--- config.mk ---
export PLATFORM = sky130hd
export DESIGN_NAME = vend_change_dispenser
export DESIGN_NICKNAME = d
export VERILOG_FILES = /design/src/rtl/vend_pkg.sv /design/src/rtl/vend_ack_timer.sv /design/src/rtl/vend_change_dispenser.sv
export SDC_FILE = /design/constraint.sdc
export NUM_CORES = 1
export LEC_CHECK = 0
export CAP_MARGIN = 40
export CORE_MARGIN = 5
export CORE_UTILIZATION = 29
export CTS_CLUSTER_DIAMETER = 200
export DETAILED_ROUTE_END_ITERATION = 10
export DONT_BUFFER_PORTS = 1
export RECOVER_POWER = 25
export SYNTH_ARGS = -nofsm -noshare
export SYNTH_HDL_FRONTEND = slang
export SYNTH_SLANG_ARGS = --single-unit
--- constraint.sdc ---
create_clock -name clk -period 1.9 [get_ports clk]
set_input_delay 0.095 -clock clk [delete_from_list [all_inputs] [get_ports clk]]
set_output_delay 0.095 -clock clk [all_outputs]
set_load 0.005 [all_outputs]
--- src/rtl/vend_pkg.sv ---
// Shared definitions for the vending datapath: coin codes, denominations in
// 5-cent units, and the change dispenser state encoding.
package vend_pkg;

    typedef enum logic [1:0] {
        COIN_NONE = 2'b00,
        COIN_5    = 2'b01,
        COIN_10   = 2'b10
    } coin_e;

    localparam int D5  = 1;
    localparam int D10 = 2;

    typedef enum logic [2:0] {
        ST_IDLE,
        ST_SELECT,
        ST_EJECT,
        ST_RELEASE,
        ST_DONE,
        ST_FAULT
    } disp_state_e;

endpackage

--- src/rtl/vend_ack_timer.sv ---
// Clear/enable cycle counter with a flag raised on the cycle whose increment
// reaches TIMEOUT; shared by the change dispenser and the coin acceptor.
module vend_ack_timer #(
    parameter int TIMEOUT = 15
) (
    input  logic clk,
    input  logic reset,
    input  logic clr_i,
    input  logic en_i,
    output logic hit_o
);

    localparam int               CNT_W    = $clog2(TIMEOUT + 1);
    localparam logic [CNT_W-1:0] CNT_LAST = CNT_W'(TIMEOUT - 1);
    localparam logic [CNT_W-1:0] CNT_MAX  = CNT_W'(TIMEOUT);

    logic [CNT_W-1:0] cnt_q, cnt_d;

    always_comb begin
        cnt_d = cnt_q;
        if (clr_i) begin
            cnt_d = '0;
        end else if (en_i && (cnt_q != CNT_MAX)) begin
            cnt_d = cnt_q + 1'b1;
        end
    end

    always_ff @(posedge clk) begin
        if (reset) begin
            cnt_q <= '0;
        end else begin
            cnt_q <= cnt_d;
        end
    end

    // Flag is asserted while counting so the owner can leave on the TIMEOUT-th cycle.
    assign hit_o = en_i && (cnt_q >= CNT_LAST);

endmodule

--- src/rtl/vend_change_dispenser.sv ---
// Pays out change owed (5-cent units) through a two-tube hopper, preferring
// 10c coins, with a four-phase eject/ack handshake and an ack timeout.
module vend_change_dispenser
    import vend_pkg::*;
#(
    parameter int AMT_W   = 3,
    parameter int TIMEOUT = 15
) (
    input  logic             clk,
    input  logic             reset,
    input  logic             start,
    input  logic [AMT_W-1:0] amount,
    input  logic             hop10_empty,
    input  logic             hop5_empty,
    input  logic             hop_ack,
    output logic             eject10,
    output logic             eject5,
    output logic             busy,
    output logic             done,
    output logic             fault,
    output logic [AMT_W-1:0] remaining
);

    disp_state_e      state_q, state_d;
    coin_e            coin_q, coin_d;
    logic [AMT_W-1:0] rem_q, rem_d;
    logic [AMT_W-1:0] coin_val;
    logic             eject10_q, eject5_q, busy_q, done_q, fault_q;
    logic             tmr_hit;

    vend_ack_timer #(
        .TIMEOUT (TIMEOUT)
    ) u_ack_timer (
        .clk   (clk),
        .reset (reset),
        .clr_i (state_q != ST_EJECT),
        .en_i  (state_q == ST_EJECT),
        .hit_o (tmr_hit)
    );

    assign coin_val = (coin_q == COIN_10) ? AMT_W'(D10) : AMT_W'(D5);

    always_comb begin
        state_d = state_q;
        coin_d  = coin_q;
        rem_d   = rem_q;
        case (state_q)
            ST_IDLE: begin
                if (start) begin
                    rem_d   = amount;
                    state_d = ST_SELECT;
                end
            end
            ST_SELECT: begin
                // Tube levels are only trusted here; a tube emptying mid-coin is caught next pass.
                if (rem_q == '0) begin
                    state_d = ST_DONE;
                end else if ((rem_q >= AMT_W'(D10)) && !hop10_empty) begin
                    coin_d  = COIN_10;
                    state_d = ST_EJECT;
                end else if (!hop5_empty) begin
                    coin_d  = COIN_5;
                    state_d = ST_EJECT;
                end else begin
                    state_d = ST_FAULT;
                end
            end
            ST_EJECT: begin
                if (hop_ack) begin
                    rem_d   = rem_q - coin_val;
                    state_d = ST_RELEASE;
                end else if (tmr_hit) begin
                    state_d = ST_FAULT;
                end
            end
            ST_RELEASE: begin
                if (!hop_ack) begin
                    state_d = ST_SELECT;
                end
            end
            ST_DONE:  state_d = ST_IDLE;
            ST_FAULT: state_d = ST_IDLE;
            default:  state_d = ST_IDLE;
        endcase
    end

    // Eject/done/fault follow the state one cycle later; busy tracks the state itself.
    always_ff @(posedge clk) begin
        if (reset) begin
            state_q   <= ST_IDLE;
            coin_q    <= COIN_NONE;
            rem_q     <= '0;
            eject10_q <= 1'b0;
            eject5_q  <= 1'b0;
            busy_q    <= 1'b0;
            done_q    <= 1'b0;
            fault_q   <= 1'b0;
        end else begin
            state_q   <= state_d;
            coin_q    <= coin_d;
            rem_q     <= rem_d;
            eject10_q <= (state_q == ST_EJECT) && (coin_q == COIN_10);
            eject5_q  <= (state_q == ST_EJECT) && (coin_q == COIN_5);
            busy_q    <= (state_d != ST_IDLE);
            done_q    <= (state_q == ST_DONE) || (state_q == ST_FAULT);
            fault_q   <= (state_q == ST_FAULT);
        end
    end

    assign eject10   = eject10_q;
    assign eject5    = eject5_q;
    assign busy      = busy_q;
    assign done      = done_q;
    assign fault     = fault_q;
    assign remaining = rem_q;

endmodule

==> reports/results.tsv <==
metric	value	unit
rsz0062_at_grt	false	
worst_setup_path_end_kind	flop	
synthCells	94	
relSlewSlack	63.7	%
antenna_found_initial	0	
drcViolationCount	0	
worstPathArrival	1.94	ns
criticalPathCategory	reg -> reg	
grt_pass1_wl	3.10	mm
vdd_drop_max	0.151	mV
initial_utilization	29.9	%
layout_common_cells	dfxtp_1 (17), nor2_1 (11), inv_1 (7)	
period_needed	1.74	ns
htreeDepth	1	
synth_compound_area_share	18.1	%
synth_simple_gate_area_share	26.0	%
whs	0.0138	ns
synth_mux_area_share	4.56	%
seq_power_share	54.8	%
startpoint_type	flop	
die_width	65.9	microns
drtIter0Drc	68	
clockPowerShare	28.2	%
grt_max_degree	14	
top_level_ports	17	
io_buffers	0	
synth_xor_xnor_area_share	0.968	%
drive_gt1_share	16.3	%
run_status	completed	
cp_max_fo	3	
synth_edf_count	0	
vias_per_cell	4.73	
power.internal	516	uW
hold_violations	0	
ctsLongestPathBuffers	2	
post_cts_buffers	0	
cts_tree	built	
fin_skew	0.00654	ns
synth_top_family_by_area	simple AND/OR/NAND/NOR gates	
fmax	574	MHz
grt_pass1_vias	639	
num-fill-cells	325	
hold_class	in -> reg	
avgSynthCellArea	9.62	sq um
grt_usage	9.80	%
die_h	65.9	microns
grt-ovfl-total	0	
ys_async_sr_fraction	0	%
crit_required	2.09	ns
final_common_cell	dfxtp_1	
cellLeakagePower	0.354	nW
rows	20	
insertedDiodeCount	0	
clk_pin_slew_worst_paths	0.11	ns
worstSkewPairLatency	0.31	ns
combPwrFrac	17.0	%
syn-cell-area	905	sq um
yosysSeqAreaShare	37.6	%
place_inst	135	
syn-num-nets	107	
dr.pass1.iters	4	
yosys.area_share.adder	6.36	%
ys.flop_type	dfxtp_1	
dr_total_vias	671	
yosysWarnings	0	
core_area	3030	sq um
setup_slack	0.157	ns
routabilityCongestion	0.807	
cts_resized	0	
post-dp-hpwl	1.37	mm
pre_cts_slack	0.168	ns
maxCapViolations	0	
setup_tns	0	ns
fin_nets	112	
design_area	993	sq um
min_period_over_period	91.7	%
area_growth	9.82	%
synth_cell_types	35	
setup_viol	0	
switching_share	30.3	%
tightest_slew	0.544	ns
wl_per_cell	12.9	microns
cts_root_buf	clkbuf_4	
final_util	32.8	%
numCtsBuffers	3	
power.density	745	nW/um^2
die_area	4340	sq um
fin_cells	142	
total_power	740	uW
switchingPower	224	uW
totalWireLength	1.83	mm
hold_buffers	3	
synth_seq_cells	17	
postPlaceCellArea	936	sq um
slew_violations	0	
final_antenna_net_count	0	
cts.sink_count	17	
-- cells in the mapped netlist, types with 2 or more instances --
library cell | number | area, sq um
nor2b_1 | 3 | 18.8
nor3_1 | 5 | 25.0
nand2_1 | 3 | 11.3
nand2b_4 | 2 | 27.5
a21oi_1 | 4 | 20.0
nor3_2 | 5 | 50.1
mux2i_1 | 3 | 30.0
nand3_1 | 3 | 15.0
inv_1 | 7 | 26.3
buf_6 | 2 | 22.5
nor2_1 | 11 | 41.3
dfxtp_1 | 17 | 340
ha_1 | 3 | 37.5
a211oi_1 | 4 | 30.0
a211oi_2 | 2 | 25.0
-- routing by layer --
metal | global-route usage [%] | part of all wire, %
met1 | 11.9 | 44
met2 | 14.6 | 47
met3 | 2.89 | 6.2
met4 | 6.99 | 2.2
met5 | 0 | 0
-- final cells by class --
class | instances | area, sq um | area share (%)
inverter | 7 | 26.3 | 2.64
clock inverter | 1 | 5.00 | 0.504
sequential | 17 | 340 | 34.3
clock buffer | 3 | 22.5 | 2.27
timing repair buffer | 4 | 37.5 | 3.78
multi-input combinational | 66 | 507 | 51.0
tap | 44 | 55.1 | 5.54
-- registers in the layout, summed over array words and instances, names as in the netlist, 2 cells and up --
signal and flops:
u_ack_timer.cnt_q 4, remaining 3, state_q 3, coin_q 2
-- power groups by stage --
stage	logic [mW]	clock network, mW	registers [mW]
2_1_floorplan	0.109	0	0.403
3_3_place_gp	0.115	0	0.414
3_5_place_dp	0.117	0	0.415
4_1_cts	0.128	0.220	0.407
5_1_grt	0.144	0.225	0.411
6_report	0.126	0.208	0.406
-- worst max-delay path, cell delays in order, from the launching register on --
cell	delay [ns]
dfxtp_1	0.33
nand2b_1	0.17
ha_1	0.20
fa_1	0.38
nor2b_1	0.14
mux2_1	0.28
nand2_1	0.07
a21oi_1	0.05
-- logic make-up after synthesis --
logic type | Yosys count
AND/OR/NAND/NOR | 38
multiplexers | 4
AO/OA/AOI/OAI | 19
adder cells (fa/ha/maj) | 4
flip-flops | 17
buffers and inverters | 11
XOR/XNOR | 1
-- final timing paths --
path / from / to / slack (ns) / cells past startpoint
setup / recovery: coin_q[0] / remaining[2] / 0.16 / 7
hold / removal: amount[1] / remaining[1] / 0.01 / 2
setup reg to reg: coin_q[0] / remaining[2] / 0.16 / 7
hold reg to reg: coin_q[1] / eject5 / 0.47 / 1
(Power assumes the default switching activity.)
